==> src/rtl/ft8_tone_sequencer_if.sv <==
// Bundle between the packed-message encoder (master) and the FT8 tone sequencer (slave).
// Handshake: packed_msg_valid is a one-cycle strobe, never held; it is taken only while ready is high,
// otherwise the message is dropped and overrun pulses one cycle later. Tone outputs need no ready.
interface ft8_tone_sequencer_if;
    logic [86:0] packed_msg;
    logic        packed_msg_valid;
    logic        abort;
    logic        ready;
    logic [2:0]  tone;
    logic        tone_valid;
    logic        sym_start;
    logic [5:0]  sym_idx;
    logic        frame_done;
    logic        overrun;

    modport master (
        output packed_msg, packed_msg_valid, abort,
        input  ready, tone, tone_valid, sym_start, sym_idx, frame_done, overrun
    );

    modport slave (
        input  packed_msg, packed_msg_valid, abort,
        output ready, tone, tone_valid, sym_start, sym_idx, frame_done, overrun
    );
endinterface

==> src/rtl/ft8_tone_sequencer.sv <==
// FT8 tone sequencer: 87-bit packed message -> 51-symbol Costas/data tone frame, SYM_CYCLES clocks per tone.
// Macro FT8_TONE_GRAY_MAP_EN selects Gray-mapped data tones; undefined gives the binary identity map.
module ft8_tone_sequencer #(
    parameter int SYM_CYCLES = 16
) (
    input  logic                  clk,
    input  logic                  rst_n,
    ft8_tone_sequencer_if.slave   bus,
    output logic                  dbg_run
);

    typedef enum logic {ST_IDLE, ST_RUN} state_t;

    localparam logic [15:0] CNT_MAX  = 16'(SYM_CYCLES - 1);
    localparam logic [5:0]  LAST_SYM = 6'd50;

    state_t      state_q, state_d;
    logic [89:0] padded_q, padded_d;
    logic [15:0] cnt_q, cnt_d;
    logic [5:0]  sym_q, sym_d;
    logic [2:0]  tone_q, tone_d;
    logic        tone_valid_q, tone_valid_d;
    logic        sym_start_q, sym_start_d;
    logic        frame_done_q, frame_done_d;
    logic        overrun_q, overrun_d;

    // Tone for frame position pos: Costas blocks at 0, 22, 44; data blocks of 15 in between.
    function automatic logic [2:0] sym_tone(input logic [5:0] pos, input logic [89:0] pad);
        logic       is_sync;
        logic [5:0] off;
        logic [6:0] hi;
        logic [2:0] raw;
        logic [2:0] res;
        is_sync = 1'b0;
        off     = 6'd0;
        if (pos < 6'd7) begin
            is_sync = 1'b1;
            off     = pos;
        end else if (pos < 6'd22) begin
            off = pos - 6'd7;
        end else if (pos < 6'd29) begin
            is_sync = 1'b1;
            off     = pos - 6'd22;
        end else if (pos < 6'd44) begin
            off = pos - 6'd14;
        end else begin
            is_sync = 1'b1;
            off     = pos - 6'd44;
        end
        hi  = 7'd89 - ({1'b0, off} * 7'd3);
        raw = pad[hi -: 3];
        res = 3'd0;
        if (is_sync) begin
            case (off[2:0])
                3'd0:    res = 3'd3;
                3'd1:    res = 3'd1;
                3'd2:    res = 3'd4;
                3'd3:    res = 3'd0;
                3'd4:    res = 3'd6;
                3'd5:    res = 3'd5;
                3'd6:    res = 3'd2;
                default: res = 3'd0;
            endcase
        end else begin
`ifdef FT8_TONE_GRAY_MAP_EN
            case (raw)
                3'd0:    res = 3'd0;
                3'd1:    res = 3'd1;
                3'd2:    res = 3'd3;
                3'd3:    res = 3'd2;
                3'd4:    res = 3'd6;
                3'd5:    res = 3'd7;
                3'd6:    res = 3'd5;
                default: res = 3'd4;
            endcase
`else
            res = raw;
`endif
        end
        return res;
    endfunction

    always_comb begin
        state_d      = state_q;
        padded_d     = padded_q;
        cnt_d        = cnt_q;
        sym_d        = sym_q;
        tone_d       = tone_q;
        tone_valid_d = tone_valid_q;
        sym_start_d  = 1'b0;
        frame_done_d = 1'b0;
        overrun_d    = 1'b0;
        if (state_q == ST_IDLE) begin
            if (bus.packed_msg_valid) begin
                state_d      = ST_RUN;
                padded_d     = {bus.packed_msg, 3'b000};
                cnt_d        = 16'd0;
                sym_d        = 6'd0;
                tone_d       = sym_tone(6'd0, {bus.packed_msg, 3'b000});
                tone_valid_d = 1'b1;
                sym_start_d  = 1'b1;
            end
        end else begin
            // A strobe while running is always dropped, even when abort wins the same cycle.
            overrun_d = bus.packed_msg_valid;
            if (bus.abort) begin
                state_d      = ST_IDLE;
                cnt_d        = 16'd0;
                sym_d        = 6'd0;
                tone_d       = 3'd0;
                tone_valid_d = 1'b0;
            end else if (cnt_q == CNT_MAX) begin
                cnt_d = 16'd0;
                if (sym_q == LAST_SYM) begin
                    state_d      = ST_IDLE;
                    sym_d        = 6'd0;
                    tone_d       = 3'd0;
                    tone_valid_d = 1'b0;
                    frame_done_d = 1'b1;
                end else begin
                    sym_d       = sym_q + 6'd1;
                    tone_d      = sym_tone(sym_q + 6'd1, padded_q);
                    sym_start_d = 1'b1;
                end
            end else begin
                cnt_d = cnt_q + 16'd1;
            end
        end
    end

    always_ff @(posedge clk or negedge rst_n) begin
        if (!rst_n) begin
            state_q      <= ST_IDLE;
            padded_q     <= '0;
            cnt_q        <= '0;
            sym_q        <= '0;
            tone_q       <= '0;
            tone_valid_q <= 1'b0;
            sym_start_q  <= 1'b0;
            frame_done_q <= 1'b0;
            overrun_q    <= 1'b0;
        end else begin
            state_q      <= state_d;
            padded_q     <= padded_d;
            cnt_q        <= cnt_d;
            sym_q        <= sym_d;
            tone_q       <= tone_d;
            tone_valid_q <= tone_valid_d;
            sym_start_q  <= sym_start_d;
            frame_done_q <= frame_done_d;
            overrun_q    <= overrun_d;
        end
    end

    assign bus.ready      = (state_q == ST_IDLE);
    assign bus.tone       = tone_q;
    assign bus.tone_valid = tone_valid_q;
    assign bus.sym_start  = sym_start_q;
    assign bus.sym_idx    = sym_q;
    assign bus.frame_done = frame_done_q;
    assign bus.overrun    = overrun_q;
    assign dbg_run        = (state_q == ST_RUN);

endmodule

==> src/flat_wrapper.sv <==
// flat-port wrapper written by rule: the top's interface ports become plain ports
module ft8_tone_sequencer_flat 
#(
    parameter int SYM_CYCLES = 16
)
  (clk, rst_n, dbg_run, bus_packed_msg, bus_packed_msg_valid, bus_abort, bus_ready, bus_tone, bus_tone_valid, bus_sym_start, bus_sym_idx, bus_frame_done, bus_overrun);
  ft8_tone_sequencer_if bus_i ();
  input  logic clk;
  input  logic rst_n;
  output logic dbg_run;
  input wire logic [$bits(bus_i.packed_msg)-1:0] bus_packed_msg;
  input wire logic [$bits(bus_i.packed_msg_valid)-1:0] bus_packed_msg_valid;
  input wire logic [$bits(bus_i.abort)-1:0] bus_abort;
  output wire logic [$bits(bus_i.ready)-1:0] bus_ready;
  output wire logic [$bits(bus_i.tone)-1:0] bus_tone;
  output wire logic [$bits(bus_i.tone_valid)-1:0] bus_tone_valid;
  output wire logic [$bits(bus_i.sym_start)-1:0] bus_sym_start;
  output wire logic [$bits(bus_i.sym_idx)-1:0] bus_sym_idx;
  output wire logic [$bits(bus_i.frame_done)-1:0] bus_frame_done;
  output wire logic [$bits(bus_i.overrun)-1:0] bus_overrun;
  assign bus_i.packed_msg = bus_packed_msg;
  assign bus_i.packed_msg_valid = bus_packed_msg_valid;
  assign bus_i.abort = bus_abort;
  assign bus_ready = bus_i.ready;
  assign bus_tone = bus_i.tone;
  assign bus_tone_valid = bus_i.tone_valid;
  assign bus_sym_start = bus_i.sym_start;
  assign bus_sym_idx = bus_i.sym_idx;
  assign bus_frame_done = bus_i.frame_done;
  assign bus_overrun = bus_i.overrun;
  ft8_tone_sequencer #(.SYM_CYCLES(SYM_CYCLES)) u_core (.clk(clk), .rst_n(rst_n), .bus(bus_i), .dbg_run(dbg_run));
endmodule
==> config.mk <==
export PLATFORM = sky130hd
export DESIGN_NAME = ft8_tone_sequencer_flat
export DESIGN_NICKNAME = d
export VERILOG_FILES = /design/src/rtl/ft8_tone_sequencer_if.sv /design/src/rtl/ft8_tone_sequencer.sv /design/src/flat_wrapper.sv
export SDC_FILE = /design/constraint.sdc
export NUM_CORES = 1
export LEC_CHECK = 0
export BUFFER_PORTS_ARGS = -buffer_cell sky130_fd_sc_hd__buf_2
export CORE_AREA = 2 2 157 159
export DETAILED_ROUTE_END_ITERATION = 7
export DIE_AREA = 0 0 159 161
export HOLD_SLACK_MARGIN = 0.1
export SYNTH_ARGS = -nofsm -noshare
export SYNTH_HDL_FRONTEND = slang
export SYNTH_SLANG_ARGS = --single-unit
==> constraint.sdc <==
create_clock -name clk -period 6.5 [get_ports clk]
set_clock_uncertainty 0.05 [all_clocks]
set_input_delay 0.975 -clock clk [delete_from_list [all_inputs] [get_ports clk]]
set_output_delay 0.975 -clock clk [all_outputs]
set_load 0.005 [all_outputs]
# Word-level counts from Yosys, hierarchy flattened
# Cells that the tools add are included.
dict set report word_totals {
  inputBits 91
  wordCells 100
  reg_bits 117
}
dict set report op_classes {
  magnitude_cmp 4
  shift 2
  n_mul 2
  n_mux 54
  bitwise 1
  n_addsub 8
  n_reduce_logical 6
  n_eq_ne 14
}
# operator count
set op_table {}
lappend op_table {{indexed part select 92 x 8 -> 3 bit} 2}
lappend op_table {{2-to-1 mux 6 bit} 14}
lappend op_table {{2-to-1 mux 16 bit} 4}
lappend op_table {{case mux 3 bit (6 select lines)} 2}
lappend op_table {{2-to-1 mux 1 bit} 27}
lappend op_table {{2-to-1 mux 3 bit} 7}
lappend op_table {{== test 3 bit, second input constant} 6}
lappend op_table {{adder 16 x 1 -> 16 bit, second input constant} 1}
lappend op_table {{== test 16 x 4 -> 1 bit, second input constant} 1}
lappend op_table {{multiplier 6 x 2 -> 7 bit, second input constant} 2}
lappend op_table {{subtractor 7 bit, first input constant} 2}
lappend op_table {{less-than comparator 6 x 5 -> 1 bit, second input constant} 2}
lappend op_table {{adder 6 x 1 -> 6 bit, second input constant} 1}
lappend op_table {{== test 3 x 1 -> 1 bit, second input constant} 2}
lappend op_table {{== test 3 x 2 -> 1 bit, second input constant} 2}
lappend op_table {{== test 6 bit, second input constant} 1}
lappend op_table {{zero test 3 bit} 2}
lappend op_table {{less-than comparator 6 x 3 -> 1 bit, second input constant} 1}
lappend op_table {{less-than comparator 6 bit, second input constant} 1}
lappend op_table {{inequality test 3 bit, second input constant} 2}
lappend op_table {{subtractor 6 x 3 -> 6 bit, second input constant} 1}
lappend op_table {{subtractor 6 x 4 -> 6 bit, second input constant} 1}
lappend op_table {{subtractor 6 x 5 -> 6 bit, second input constant} 1}
lappend op_table {{subtractor 6 bit, second input constant} 1}
lappend op_table {{other kinds (4)} 5}

# Longest topological paths before layout
# Gate-level depths: netlist (run 1).
dict set report depth {
  word_depth 18
  depth_mapped 25
}

# Worst setup path after synthesis (run 1)
# OpenSTA, ideal clock, no wires.
dict set report synth_path {
  path_kind {flip-flop to flip-flop}
  from {register u_core.sym_q[0], in the netlist u_core.bus.sym_idx[0]}
  to {register u_core.tone_q[2], in the netlist u_core.bus.tone[2]}
  synth_period_minus_slack_ps 6321
  n_path_buf 6
  required_ps 6378
  t_arrival_ps 6199
  stages_incl_launch_ff 26
  setup_time_ps 72
  setup_slack_ps 179
  cell_sequence {dfrtp_1 buf_2 clkinv_1 ha_1 or3b_1 a21bo_2 o21ai_2 a31oi_2 nor2_4 buf_6 buf_2 buf_2 ha_1 clkbuf_1 inv_2 buf_1 fa_1 a21o_1 a21oi_1 xor2_1 o31ai_1 or2_2 a221o_1 o221ai_1 nand3b_1 nand4b_1}
}
dict set report synth_via {
  elab_chain_len 18
  elab_cells_between_ends 41
  cone_classes {6 x add/sub; 1 x mul; 4 x order compare; 6 x eq/ne; 1 x shift; 22 x mux; 1 x reduce/logical}
}
# item line_no
set synth_lines {}
lappend synth_lines {{from (decl)} ft8_tone_sequencer.sv:20} ;# logic [5:0] sym_q, sym_d;
lappend synth_lines {{from (signal assigned)} ft8_tone_sequencer.sv:146} ;# sym_q <= sym_d;
lappend synth_lines {{adder 6 x 1 -> 6 bit} ft8_tone_sequencer.sv:122} ;# tone_d = sym_tone(sym_q + 6'd1, padded_q);
lappend synth_lines {{subtractor 6 bit, or another cell as far along} ft8_tone_sequencer.sv:48} ;# off = pos - 6'd44;
lappend synth_lines {{2-to-1 mux 6 bit} ft8_tone_sequencer.sv:44} ;# end else if (pos < 6'd44) begin
lappend synth_lines {{2-to-1 mux 6 bit} ft8_tone_sequencer.sv:41} ;# end else if (pos < 6'd29) begin
lappend synth_lines {{2-to-1 mux 6 bit} ft8_tone_sequencer.sv:39} ;# end else if (pos < 6'd22) begin
lappend synth_lines {{2-to-1 mux 6 bit} ft8_tone_sequencer.sv:36} ;# if (pos < 6'd7) begin
lappend synth_lines {{2-to-1 mux 6 bit} ft8_tone_sequencer.sv:114} ;# if (sym_q == LAST_SYM) begin
lappend synth_lines {{2-to-1 mux 6 bit} ft8_tone_sequencer.sv:112} ;# end else if (cnt_q == CNT_MAX) begin
lappend synth_lines {{[2 not listed]} -}
lappend synth_lines {{multiplier 6 x 2 -> 7 bit} ft8_tone_sequencer.sv:50} ;# hi = 7'd89 - ({1'b0, off} * 7'd3);
lappend synth_lines {{subtractor 7 bit} ft8_tone_sequencer.sv:50}
lappend synth_lines {{indexed part select 92 x 8 -> 3 bit} ft8_tone_sequencer.sv:51} ;# raw = pad[hi -: 3];
lappend synth_lines {{2-to-1 mux 3 bit} ft8_tone_sequencer.sv:53} ;# if (is_sync) begin
lappend synth_lines {{2-to-1 mux 3 bit *} ft8_tone_sequencer.sv:114}
lappend synth_lines {{2-to-1 mux 3 bit *} ft8_tone_sequencer.sv:112}
lappend synth_lines {{2-to-1 mux 3 bit *} ft8_tone_sequencer.sv:106} ;# if (bus.abort) begin
lappend synth_lines {{2-to-1 mux 3 bit *} ft8_tone_sequencer.sv:93} ;# if (state_q == ST_IDLE) begin
lappend synth_lines {{to (signal assigned)} ft8_tone_sequencer.sv:147} ;# tone_q <= tone_d;
lappend synth_lines {{to (decl)} ft8_tone_sequencer.sv:21} ;# logic [2:0] tone_q, tone_d;
# Mark *: on every way between the ends. The rest lies on a longest branch, timed or not. The select of a mux whose other input is x is not followed.
# A chain may end at the register's enable or synchronous reset.

# Worst setup path in the final report (run 1)
dict set report layout_path {
  from {register u_core.sym_q[0], in the netlist u_core.bus.sym_idx[0]}
  to {register u_core.tone_q[0], in the netlist u_core.bus.tone[0]}
}
# The elaborated chain is that of the path after synthesis.

==> insert_results.sql, run 1 <==
INSERT INTO impl_metrics (metric_group, metric, value, unit) VALUES
('die', 'start_util', '34.3', '%'),
('cts', 'cts_hold_buf', '0', ''),
('setup_path', 'critical_path_cell_with_the_highest_stage_delay', 'sky130_fd_sc_hd__o31ai_1', ''),
('cells_and_area', 'antenna-diode-count', '0', ''),
('cells_and_area', 'drive_above_1_share', '20.5', '%'),
('setup_path', 'rrSetupSlack', '0.57', 'ns'),
('timing', 'tightest_slew', '0.975', 'ns'),
('cts', 'post_cts.repair.setup_buffers', '0', ''),
('synthesis', 'synth_fp_nets', '1085', ''),
('setup_path', 'worst_setup_path_startpoint', 'u_core.bus.sym_idx[0]$_DFFE_PN0P_', ''),
('synthesis', 'yosysWarnings', '0', ''),
('route', 'vias', '7753', ''),
('synthesis', 'synthDominantAreaCellType', 'sky130_fd_sc_hd__dfrtp_1', ''),
('timing', 'rsz0062_at_grt', 'false', ''),
('route', 'wl', '25.2', 'mm'),
('power_and_ir_drop', 'totalPowerFinal', '0.00274', 'W'),
('placed_design', 'gpl.final_weighted_congestion', '0.900', ''),
('cts', 'cts_tree', 'built', ''),
('synthesis', 'ys_ff_latch', '117', ''),
('cts', 'post_cts_resize_count', '0', ''),
('die', 'top_level_ports', '106', ''),
('synthesis', 'post-synth-top-area-fraction', '35.7', '%'),
('synthesis', 'post-synth-top-count-cell', 'sky130_fd_sc_hd__nand2_1', ''),
('cts', 'register_clock_pin_slew_on_the_reported_worst_setup_and_hold_paths', '0.06', 'ns'),
('cts', 'clkLatencyLatePin', '0.42', 'ns'),
('timing', 'report.final.slew_viol_count', '0', ''),
('cts', 'cts.root.buffer_cell', 'sky130_fd_sc_hd__clkbuf_16', ''),
('route', 'wl_per_cell', '18.0', 'um'),
('timing', 'slew_headroom', '34.7', '%'),
('timing', 'final-setup-viol-count', '0', ''),
('global_route', 'gr-usage-all-layers', '20.2', '%'),
('die', 'core.rowCount', '57', ''),
('setup_path', 'reg2reg_from', 'u_core.bus.sym_idx[0]$_DFFE_PN0P_', ''),
('setup_path', 'timing_worst_setup_path_type', 'reg2reg', ''),
('die', 'horizontal_die_dimension', '159', 'um'),
('timing', 'setup_tns', '0', 'ns'),
('timing', 'final_min_period_over_clock_period', '91.3', '%'),
('global_route', 'grt_start_max_net_pins', '88', ''),
('global_route', 'wire_length_of_the_first_global_routing_pass', '41.6', 'mm'),
('setup_path', 'path_buf_inv', '2', ''),
('cells_and_area', 'final.fill_count', '2458', ''),
('flow_run', 'cap_violations', '0', ''),
('timing', 'final.min_clock_period', '5.93', 'ns'),
('synthesis', 'synthTopCellsByArea', 'sky130_fd_sc_hd__dfrtp_1 (36%), sky130_fd_sc_hd__nand2_1 (15%), sky130_fd_sc_hd__mux4_2 (9.9%)', ''),
('synthesis', 'synth_edf_count', '0', ''),
('power_and_ir_drop', 'power.leakage', '4.54', 'nW'),
('synthesis', 'synth.yosys.seq_area_share', '35.7', '%'),
('global_route', 'grt_antenna_before_repair', '0', ''),
('status', 'run_status', 'finished, final reports clean', ''),
('synthesis', 'yosys_cell_types', '84', ''),
('global_route', 'globalRouteOverflowTotal', '0', ''),
('synthesis', 'synth_cells', '978', ''),
('power_and_ir_drop', 'worst_ir_drop_vdd', '0.156', 'mV'),
('synthesis', 'syn-mean-instance-area', '8.40', 'um^2'),
('synthesis', 'netlist_area', '8210', 'um^2'),
('route', 'ant_nets', '0', ''),
('setup_path', 'worstPathCellList', 'clkinv_1, ha_1, or3b_1, a21boi_1, a21oi_2, nor2_1, o21ai_0, o21ai_0, xnor2_1, ha_1, inv_1, ha_1, nor2b_1, o21a_1, o21ai_0, a21oi_1, o31ai_1, nor2_1, and3_1, a41o_1, nor4_1, a41oi_1', ''),
('setup_path', 'worst-path-stages', '22', ''),
('setup_path', 'cp-end-kind', 'register', ''),
('timing', 'final-hold-violation-count', '0', ''),
('placed_design', 'placement.io_buffers', '105', ''),
('cts', 'clock_sinks', '117', ''),
('die', 'core_area', '24000', 'um^2'),
('synthesis', 'synth_commonest_cells', 'sky130_fd_sc_hd__nand2_1 (330), sky130_fd_sc_hd__dfrtp_1 (117), sky130_fd_sc_hd__o21ai_0 (51)', ''),
('setup_path', 'cpPeakStageDelay', '0.73', 'ns'),
('cts', 'cts-buffers-inserted', '17', ''),
('route', 'drt_drc_violations_left', '0', ''),
('die', 'fp.dieH', '161', 'um'),
('setup_path', 'worst_reg_to_reg_cells', '22', ''),
('setup_path', 'worst_r2r_endpoint', 'u_core.bus.tone[0]$_DFFE_PN0P_', ''),
('setup_path', 'crit_arrival', '6.17', 'ns');
==> cell type report <==
type,count,area (um^2),share of cell area [%]
Clock buffer,25,505,5.22
Tap cell,324,405,4.19
Clock inverter,7,118,1.21
Inverter,22,85.1,0.879
Sequential cell,117,2930,30.2
Multi-Input combinational cell,783,4960,51.2
Timing Repair Buffer,125,678,7.01
==> worst reg2reg max path, delay by kind of cell, from the launching register on <==
kind | cells | cell delay, ns
compound gates | 10 | 2.31
xor+xnor | 1 | 0.44
fa+ha+maj | 3 | 1.02
buf+inv | 2 | 0.32
flops | 1 | 0.34
simple gates | 6 | 1.33
==> kinds of logic (layout without fill, tap and decap cells) <==
| kind of cell | after synthesis | after routing | synth area share [%] |
|---|---|---|---|
| buffers and inverters | 78 | 179 | 4.13 |
| adders and majority gates | 16 | 16 | 2.53 |
| muxes | 64 | 64 | 13.4 |
| AOI/OAI and AO/OA | 199 | 199 | 16.7 |
| DFF | 117 | 117 | 35.7 |
| and+or+nand+nor | 489 | 489 | 25.9 |
| xor gates and xnor gates | 15 | 15 | 1.69 |
==> sequential cells by signal (all words and copies together), names as in the netlist <==
name and count:
u_core.padded_q 87, u_core.dbg_run 1, u_core.bus.overrun 1, u_core.bus.sym_start 1, u_core.bus.frame_done 1, u_core.bus.tone 3
u_core.bus.sym_idx 6, u_core.bus.tone_valid 1, u_core.cnt_q 16
==> through the flow <==
stage	hold WS [ns]	area [um^2]	worst slack, ns	std cells
floorplan	0.406	8210	0.179	978
detailed placement	0.448	9060	0.662	1371
global route	0.493	9680	0.0700	1403
CTS	0.457	9680	0.616	1403
finish	0.455	9680	0.565	1403
global placement	0.441	9060	0.827	1371
==> metal layers <==
layer	part of all wire [%]	GRT usage [%]
met5	0	0
met3	5.1	3.67
met2	45	30.4
met4	2.9	7.93
met1	47	29.0
==> cells in the final DEF, fill, tap and decap left out, types with 6 or more instances in the layout <==
| cell type | netlist | routed |
|---|---|---|
| sky130_fd_sc_hd__clkbuf_16 | 0 | 17 |
| sky130_fd_sc_hd__nand4_1 | 6 | 6 |
| sky130_fd_sc_hd__buf_4 | 3 | 21 |
| sky130_fd_sc_hd__a211oi_1 | 15 | 15 |
| sky130_fd_sc_hd__dfrtp_1 | 117 | 117 |
| sky130_fd_sc_hd__mux2i_1 | 21 | 21 |
| sky130_fd_sc_hd__o21a_1 | 6 | 6 |
| sky130_fd_sc_hd__o211ai_1 | 6 | 6 |
| sky130_fd_sc_hd__nor2_1 | 48 | 48 |
| sky130_fd_sc_hd__xnor2_1 | 9 | 9 |
| sky130_fd_sc_hd__nand3_1 | 22 | 22 |
| sky130_fd_sc_hd__a21oi_1 | 26 | 26 |
| sky130_fd_sc_hd__a31oi_1 | 14 | 14 |
| sky130_fd_sc_hd__o21ai_0 | 51 | 51 |
| sky130_fd_sc_hd__buf_2 | 8 | 104 |
| sky130_fd_sc_hd__nand2_1 | 330 | 329 |
| sky130_fd_sc_hd__and3_1 | 17 | 17 |
| sky130_fd_sc_hd__inv_1 | 19 | 19 |
| sky130_fd_sc_hd__nor4_1 | 9 | 9 |
| sky130_fd_sc_hd__ha_1 | 15 | 15 |
| sky130_fd_sc_hd__nor3_1 | 18 | 18 |
| sky130_fd_sc_hd__a22oi_1 | 10 | 10 |
| sky130_fd_sc_hd__mux4_2 | 36 | 36 |
==> report_power, final <==
group	switching [W]	internal, W	leakage (nW)	total (W)
sequential	0.000237	0.000918	1.48	0.00116
combinational	0.000297	0.000298	2.76	0.000595
clock	0.000339	0.000653	0.296	0.000993
total	0.000874	0.00187	4.54	0.00274
==> how the worst min path moves through the flow <==
stage                                           end                             from  depth (start not counted)  slack [ns]
floorplan               u_core.cnt_q[2]$_DFFE_PN0P_      u_core.cnt_q[2]$_DFFE_PN0P_                          1        0.41
detailed placement      u_core.cnt_q[3]$_DFFE_PN0P_      u_core.cnt_q[3]$_DFFE_PN0P_                          1        0.45
global placement    u_core.padded_q[84]$_DFFE_PN0P_  u_core.padded_q[84]$_DFFE_PN0P_                          2        0.44
global route            u_core.cnt_q[3]$_DFFE_PN0P_      u_core.cnt_q[3]$_DFFE_PN0P_                          1        0.49
CTS                     u_core.cnt_q[3]$_DFFE_PN0P_      u_core.cnt_q[3]$_DFFE_PN0P_                          1        0.46
finish                  u_core.cnt_q[3]$_DFFE_PN0P_      u_core.cnt_q[3]$_DFFE_PN0P_                          1        0.45
No activity file was read; power rests on OpenSTA's default activity.
==> run 2, diff against run 1 <==
--- a/config.mk
+++ b/config.mk
@@ -5,10 +5,12 @@
 export SDC_FILE = /design/constraint.sdc
 export NUM_CORES = 1
 export LEC_CHECK = 0
+export ABC_AREA = 1
 export BUFFER_PORTS_ARGS = -buffer_cell sky130_fd_sc_hd__buf_2
-export CORE_AREA = 2 2 157 159
+export CORE_AREA = 2 2 130 183
+export CTS_CLUSTER_SIZE = 25
 export DETAILED_ROUTE_END_ITERATION = 7
-export DIE_AREA = 0 0 159 161
+export DIE_AREA = 0 0 132 185
 export HOLD_SLACK_MARGIN = 0.1
 export SYNTH_ARGS = -nofsm -noshare
 export SYNTH_HDL_FRONTEND = slang
==> insert_results.sql, run 2 <==
INSERT INTO impl_metrics (metric_group, metric, value, unit) VALUES
('cells_and_area', 'final.fill_count', '2478', ''),
('setup_path', 'timing_worst_setup_path_type', 'reg2reg', ''),
('synthesis', 'postSynth.asyncResetShare', '100', '%'),
('die', 'start_util', '34.5', '%'),
('cells_and_area', 'finish.net_count', '1371', ''),
('global_route', 'wire_length_of_the_first_global_routing_pass', '38.2', 'mm'),
('cts', 'cts_hold_buf', '0', ''),
('synthesis', 'synth_fp_nets', '1297', ''),
('timing', 'report.final.slew_viol_count', '0', ''),
('route', 'route.detailed.vias_per_inst', '4.99', ''),
('route', 'wl', '23.6', 'mm'),
('setup_path', 'cp.required', '6.79', 'ns'),
('setup_path', 'cp-start-kind', 'register', ''),
('route', 'vias', '7893', ''),
('power_and_ir_drop', 'worst_ir_drop_vdd', '0.166', 'mV'),
('setup_path', 'critical_path_peak_fanout', '15', ''),
('placed_design', 'gpl.final_weighted_congestion', '0.895', ''),
('die', 'fp.dieH', '185', 'um'),
('die', 'top_level_ports', '106', ''),
('synthesis', 'synth_cells', '1190', ''),
('cells_and_area', 'antenna-diode-count', '0', ''),
('flow_run', 'cap_violations', '0', ''),
('cts', 'cts-buffers-inserted', '17', ''),
('cells_and_area', 'area_overhead_vs_synth', '16.1', '%'),
('synthesis', 'synth.yosys.seq_area_share', '37.1', '%'),
('cts', 'post_cts.repair.setup_buffers', '0', ''),
('cells_and_area', 'area.sequential', '2930', 'um^2'),
('route', 'wl_per_cell', '14.9', 'um'),
('timing', 'final-hold-violation-count', '0', ''),
('route', 'dr.first_iter.drc_count', '478', ''),
('synthesis', 'ys_ff_latch', '117', ''),
('setup_path', 'crit_arrival', '5.59', 'ns'),
('timing', 'slew_headroom', '29.9', '%'),
('cells_and_area', 'postLayoutCoreUtil', '40.0', '%'),
('timing', 'tightest_slew', '1.05', 'ns'),
('cts', 'htree_num_levels', '4', ''),
('placed_design', 'placement.io_buffers', '105', ''),
('cts', 'cts_tree', 'built', ''),
('synthesis', 'synthTopCellsByArea', 'sky130_fd_sc_hd__dfrtp_1 (37%), sky130_fd_sc_hd__nand2_1 (19%), sky130_fd_sc_hd__nand3_1 (9.0%)', ''),
('cts', 'clock_sinks', '117', ''),
('timing', 'achievable-frequency', '0.189', 'GHz'),
('synthesis', 'post-synth-top-count-cell', 'sky130_fd_sc_hd__nand2_1', ''),
('timing', 'hold-worst-slack', '0.429', 'ns'),
('die', 'core.rowCount', '66', ''),
('cells_and_area', 'mostFrequentLayoutCells', 'sky130_fd_sc_hd__nand2_1 (401), sky130_fd_sc_hd__nand3_1 (142), sky130_fd_sc_hd__inv_1 (121)', ''),
('worst_hold_path', 'min_path_type', 'reg2reg', ''),
('setup_path', 'cp-end-kind', 'register', ''),
('setup_path', 'cpPeakStageDelay', '0.47', 'ns'),
('synthesis', 'yosys_cell_types', '44', ''),
('synthesis', 'post-synth-top-area-fraction', '37.1', '%'),
('cells_and_area', 'mostFrequentLayoutCell', 'sky130_fd_sc_hd__nand2_1', ''),
('cts', 'register_clock_pin_slew_on_the_reported_worst_setup_and_hold_paths', '0.06', 'ns'),
('timing', 'final-setup-viol-count', '0', ''),
('status', 'run_status', 'finished, final reports clean', ''),
('die', 'core_area', '22900', 'um^2'),
('route', 'drt_pass1_iterations', '5', ''),
('route', 'ant_nets', '0', ''),
('cells_and_area', 'regMostFlops', 'u_core.padded_q', ''),
('die', 'die-area', '24400', 'um^2'),
('setup_path', 'critPathMostFrequentCell', 'sky130_fd_sc_hd__inv_1', ''),
('global_route', 'grt_start_max_net_pins', '89', ''),
('synthesis', 'yosysWarnings', '0', ''),
('route', 'drt_drc_violations_left', '0', ''),
('cells_and_area', 'area_of_combinational_cells_with_multiple_inputs', '4160', 'um^2'),
('global_route', 'globalRouteOverflowTotal', '0', ''),
('die', 'horizontal_die_dimension', '132', 'um'),
('synthesis', 'synth_commonest_cells', 'sky130_fd_sc_hd__nand2_1 (401), sky130_fd_sc_hd__nand3_1 (142), sky130_fd_sc_hd__inv_1 (121)', ''),
('timing', 'rsz0062_at_grt', 'false', ''),
('synthesis', 'synth_edf_count', '0', ''),
('global_route', 'grt_antenna_before_repair', '0', ''),
('timing', 'final.min_clock_period', '5.30', 'ns'),
('cts', 'clkLatencyLatePin', '0.42', 'ns'),
('cts', 'clockBufferDepth', '2', ''),
('synthesis', 'ys.flop_type', 'sky130_fd_sc_hd__dfrtp_1', ''),
('synthesis', 'syn-mean-instance-area', '6.62', 'um^2'),
('power_and_ir_drop', 'power.leakage', '4.63', 'nW'),
('cells_and_area', 'drive_above_1_share', '12.9', '%'),
('synthesis', 'synthDominantAreaCellType', 'sky130_fd_sc_hd__dfrtp_1', ''),
('timing', 'setup_tns', '0', 'ns'),
('global_route', 'gr-usage-all-layers', '19.7', '%'),
('setup_path', 'rrSetupSlack', '1.20', 'ns'),
('synthesis', 'netlist_area', '7880', 'um^2'),
('power_and_ir_drop', 'power_per_cell_area', '363', 'nW/um^2'),
('timing', 'final_min_period_over_clock_period', '81.5', '%'),
('global_route', 'first_global_vias', '7642', ''),
('cells_and_area', 'largest_register_ffs', '87', ''),
('cts', 'cts.root.buffer_cell', 'sky130_fd_sc_hd__clkbuf_16', ''),
('setup_path', 'critical_path_cell_with_the_highest_stage_delay', 'sky130_fd_sc_hd__dfrtp_1', ''),
('placed_design', 'place.detailed.hpwl', '16.9', 'mm'),
('cts', 'post_cts_resize_count', '0', '');
## run 2: worst max-delay path, delay by kind of cell, from the launching register on
kind | cells | cell delay, ns
DFF | 1 | 0.47
adders and majority gates | 4 | 1.16
and+or+nand+nor | 7 | 1.16
xor gates and xnor gates | 1 | 0.36
buffers and inverters | 8 | 1.05
AOI/OAI and AO/OA | 7 | 0.95
## run 2: kinds of logic after synthesis
logic type / count (synthesis) / synth area share [%]
AO/OA/AOI/OAI: 188 / 13.0
adder cells (fa/ha/maj): 16 / 2.64
XOR/XNOR: 10 / 1.11
AND/OR/NAND/NOR: 670 / 36.0
flip-flops: 117 / 37.1
buffers and inverters: 189 / 10.1
## run 2: cell type report
cell class,count,share of cell area [%]
clock buffers,18,4.80
inverters,127,5.21
clock inverters,14,1.55
well taps,306,4.18
repair buffers,117,6.76
multi-input cells,884,45.5
flip-flops and latches,117,32.0
## run 2: report_power, final
part / total (W) / leakage (nW) / switching, W / internal, W
Combinational: 0.00134 / 2.86 / 0.000887 / 0.000454
Clock: 0.000935 / 0.290 / 0.000387 / 0.000548
Sequential: 0.00105 / 1.48 / 0.000126 / 0.000919
Total: 0.00332 / 4.63 / 0.00140 / 0.00192
## run 2: metal layers
layer / up-vias / wire [um] / track usage (%)
met2: 212 / 11900 / 35.8
met4: 0 / 923 / 9.43
met3: 48 / 905 / 3.09
met1: 3654 / 9850 / 22.5
li1: 3979 / - / -
met5: - / 0 / 0
## run 2: path summary, 6_finish.rpt
| path | startpoint | end | depth (start not counted) |
|---|---|---|---|
| max | u_core.bus.sym_idx[0]$_DFFE_PN0P_ | u_core.bus.tone[1]$_DFFE_PN0P_ | 27 |
| min | u_core.bus.tone_valid$_DFFE_PN0P_ | u_core.bus.tone_valid$_DFFE_PN0P_ | 2 |
| max reg2reg | u_core.bus.sym_idx[0]$_DFFE_PN0P_ | u_core.bus.tone[1]$_DFFE_PN0P_ | 27 |
| min reg2reg | u_core.bus.tone_valid$_DFFE_PN0P_ | u_core.bus.tone_valid$_DFFE_PN0P_ | 2 |
| max in group asynchronous | rst_n | u_core.padded_q[86]$_DFFE_PN0P_ | 2 |
| min in group asynchronous | rst_n | u_core.padded_q[47]$_DFFE_PN0P_ | 1 |
## run 2: stage by stage
stage	area (um^2)	std cells	worst slack (ns)	total power (W)
after floorplan	7880	1190	1.84	0.00201
after global routing	9150	1583	0.638	0.00359
after detailed placement	8570	1551	1.22	0.00239
final	9150	1583	1.20	0.00332
after CTS	9150	1583	1.18	0.00335
after global placement	8570	1551	1.37	0.00238
==> run 3, diff against run 2 <==
--- a/config.mk
+++ b/config.mk
@@ -5,12 +5,12 @@
 export SDC_FILE = /design/constraint.sdc
 export NUM_CORES = 1
 export LEC_CHECK = 0
-export ABC_AREA = 1
+export ABC_AREA = 0
 export BUFFER_PORTS_ARGS = -buffer_cell sky130_fd_sc_hd__buf_2
-export CORE_AREA = 2 2 130 183
+export CORE_AREA = 2 2 133 187
 export CTS_CLUSTER_SIZE = 25
 export DETAILED_ROUTE_END_ITERATION = 7
-export DIE_AREA = 0 0 132 185
+export DIE_AREA = 0 0 135 189
 export HOLD_SLACK_MARGIN = 0.1
 export SYNTH_ARGS = -nofsm -noshare
 export SYNTH_HDL_FRONTEND = slang
==> constraint.sdc (replaced) <==
create_clock -name clk -period 5 [get_ports clk]
set_clock_uncertainty 0.05 [all_clocks]
set_input_delay 0.75 -clock clk [delete_from_list [all_inputs] [get_ports clk]]
set_output_delay 0.75 -clock clk [all_outputs]
set_load 0.005 [all_outputs]
==> insert_results.sql, run 3 (synthesis results as in run 1) <==
INSERT INTO impl_metrics (metric_group, metric, value, unit) VALUES
('placed_design', 'worst_slack_placed', '-0.00639', 'ns'),
('global_route', 'gr-usage-all-layers', '21.5', '%'),
('timing', 'final_min_period_over_clock_period', '95.8', '%'),
('setup_path', 'worst_setup_path_startpoint', 'u_core.bus.sym_idx[0]$_DFFE_PN0P_', ''),
('route', 'dr.first_iter.drc_count', '469', ''),
('cts', 'clockBufferDepth', '2', ''),
('cells_and_area', 'antenna-diode-count', '0', ''),
('route', 'vias', '7851', ''),
('die', 'top_level_ports', '106', ''),
('timing', 'report.final.slew_viol_count', '0', ''),
('cells_and_area', 'drive_above_1_share', '26.3', '%'),
('timing', 'worst_slack', '0.211', 'ns'),
('cts', 'cts_hold_buf', '0', ''),
('setup_path', 'crit_arrival', '5.06', 'ns'),
('cts', 'cts-buffers-inserted', '17', ''),
('placed_design', 'place.detailed.instances', '1398', ''),
('route', 'route.detailed.vias_per_inst', '5.48', ''),
('die', 'horizontal_die_dimension', '135', 'um'),
('worst_hold_path', 'min_path_type', 'in2async', ''),
('setup_path', 'critical_path_peak_fanout', '8', ''),
('timing', 'slew_headroom', '36.3', '%'),
('route', 'ant_nets', '0', ''),
('timing', 'final-hold-violation-count', '0', ''),
('timing', 'achievable-frequency', '0.209', 'GHz'),
('setup_path', 'cp-start-kind', 'register', ''),
('cells_and_area', 'final.fill_count', '2446', ''),
('route', 'drt_drc_violations_left', '0', ''),
('setup_path', 'cp.required', '5.27', 'ns'),
('placed_design', 'placement.io_buffers', '105', ''),
('die', 'core.rowCount', '67', ''),
('cells_and_area', 'mostFrequentLayoutCell', 'sky130_fd_sc_hd__nand2_1', ''),
('global_route', 'first_global_vias', '8154', ''),
('global_route', 'grt_antenna_before_repair', '0', ''),
('cells_and_area', 'finish.net_count', '1217', ''),
('timing', 'final.min_clock_period', '4.79', 'ns'),
('cts', 'register_clock_pin_slew_on_the_reported_worst_setup_and_hold_paths', '0.06', 'ns'),
('flow_run', 'cap_violations', '0', ''),
('timing', 'final-setup-viol-count', '0', ''),
('die', 'start_util', '34.5', '%'),
('power_and_ir_drop', 'totalPowerFinal', '0.00357', 'W'),
('power_and_ir_drop', 'power.leakage', '4.81', 'nW'),
('cells_and_area', 'regMostFlops', 'u_core.padded_q', ''),
('cts', 'htree_num_levels', '4', ''),
('cells_and_area', 'area_overhead_vs_synth', '24.5', '%'),
('timing', 'tightest_slew', '0.953', 'ns'),
('cells_and_area', 'layout.cells.non_filler', '1433', ''),
('global_route', 'wire_length_of_the_first_global_routing_pass', '42.6', 'mm'),
('cells_and_area', 'largest_register_ffs', '87', ''),
('cells_and_area', 'area.sequential', '2930', 'um^2'),
('cells_and_area', 'mostFrequentLayoutCells', 'sky130_fd_sc_hd__nand2_1 (329), sky130_fd_sc_hd__dfrtp_1 (114), sky130_fd_sc_hd__buf_2 (104)', ''),
('placed_design', 'gpl.final_weighted_congestion', '1.00', ''),
('die', 'die-area', '25500', 'um^2'),
('cts', 'cts.root.buffer_cell', 'sky130_fd_sc_hd__clkbuf_16', ''),
('die', 'core_area', '23800', 'um^2'),
('power_and_ir_drop', 'power_per_cell_area', '349', 'nW/um^2'),
('cells_and_area', 'area_of_combinational_cells_with_multiple_inputs', '5150', 'um^2'),
('placed_design', 'place.detailed.hpwl', '20.0', 'mm'),
('die', 'fp.dieH', '189', 'um'),
('status', 'run_status', 'finished, final reports clean', ''),
('cts', 'clock_sinks', '117', ''),
('global_route', 'grt_start_max_net_pins', '75', ''),
('cts', 'cts_tree', 'built', ''),
('setup_path', 'cp-end-kind', 'register', ''),
('route', 'wl_per_cell', '18.5', 'um'),
('route', 'wl', '26.5', 'mm'),
('setup_path', 'timing_worst_setup_path_type', 'reg2reg', ''),
('setup_path', 'reg2reg_from', 'u_core.bus.sym_idx[0]$_DFFE_PN0P_', ''),
('cts', 'clkLatencyLatePin', '0.44', 'ns'),
('timing', 'rsz0062_at_grt', 'false', ''),
('power_and_ir_drop', 'worst_ir_drop_vdd', '0.228', 'mV'),
('global_route', 'globalRouteOverflowTotal', '0', ''),
('route', 'drt_pass1_iterations', '5', '');
-- run 3: cell types whose count changed in the layout (fill, tap and decap cells not counted), sizes merged, moves of 32 or more --
cell / change
buf: +52
inv: -109
mux4: +36
nand2: -77
nand3: -122
nor2: -32
o21ai: -69
-- run 3: metal layers --
| layer | global-route usage [%] | share of wire, % |
|---|---|---|
| met5 | 0 | 0 |
| met4 | 11.3 | 4.8 |
| met3 | 3.88 | 4.1 |
| met2 | 39.1 | 53 |
| met1 | 23.5 | 38 |
-- run 3: final timing paths --
path                                                    to  slack, ns  cells after the start
setup reg to reg            u_core.bus.tone[1]$_DFFE_PN0P_       0.21                     18
setup / recovery            u_core.bus.tone[1]$_DFFE_PN0P_       0.21                     18
max in group asynchronous  u_core.padded_q[66]$_DFFE_PN0P_       3.31                      2
hold / removal             u_core.padded_q[29]$_DFFE_PN0P_       0.40                      1
min in group clk           u_core.padded_q[21]$_DFFE_PN0P_       0.45                      3
hold reg to reg            u_core.padded_q[85]$_DFFE_PN0P_       0.45                      2
-- run 3: timing repair --
item	4_1_cts	5_1_grt
endpoints found under the setup margin	2	3
resized for setup	1	15
cloned	0	0
pin swaps	0	6
buffers inserted	0	3
-- run 3: worst max-delay path: stages (launching register included) --
cell	delay, ns
sky130_fd_sc_hd__dfrtp_2	0.47
sky130_fd_sc_hd__clkinv_8	0.07
sky130_fd_sc_hd__ha_4	0.24
sky130_fd_sc_hd__or3b_4	0.40
sky130_fd_sc_hd__a21boi_4	0.16
sky130_fd_sc_hd__a21oi_4	0.16
sky130_fd_sc_hd__buf_4	0.16
sky130_fd_sc_hd__o22ai_1	0.08
sky130_fd_sc_hd__a221oi_2	0.37
sky130_fd_sc_hd__xor2_2	0.21
sky130_fd_sc_hd__buf_4	0.14
sky130_fd_sc_hd__fa_2	0.45
sky130_fd_sc_hd__inv_1	0.22
sky130_fd_sc_hd__nand2_1	0.30
sky130_fd_sc_hd__a211oi_1	0.42
sky130_fd_sc_hd__nor4_1	0.09
sky130_fd_sc_hd__a211oi_1	0.23
sky130_fd_sc_hd__a211oi_1	0.10
sky130_fd_sc_hd__o31a_1	0.32
-- run 3: report_power, final --
part	total (W)	leakage, nW	switching [W]	internal [W]
clock	0.00130	0.306	0.000459	0.000836
combinational	0.000771	3.03	0.000381	0.000390
sequential	0.00150	1.48	0.000308	0.00119
total	0.00357	4.81	0.00115	0.00242
-- run 3: area by class of cell --
class                           instances  share of cell area [%]
Clock inverter                         11                    1.43
Tap cell                              310                    3.79
Sequential cell                       117                    28.7
Timing Repair Buffer                  169                    9.99
Clock buffer                           21                    4.70
Multi-Input combinational cell        783                    50.4
Inverter                               22                    1.03
-- run 3: stage by stage --
step	cell area (um^2)	hold WS, ns	setup TNS [ns]	util, %
finish	10200	0.404	0	42.9
global route	10200	0.445	0	42.9
CTS	10100	0.435	0	42.6
detailed placement	9510	0.443	-0.00639	40.0
global placement	9510	0.433	0	40.0
floorplan	8430	0.404	-0.00442	-
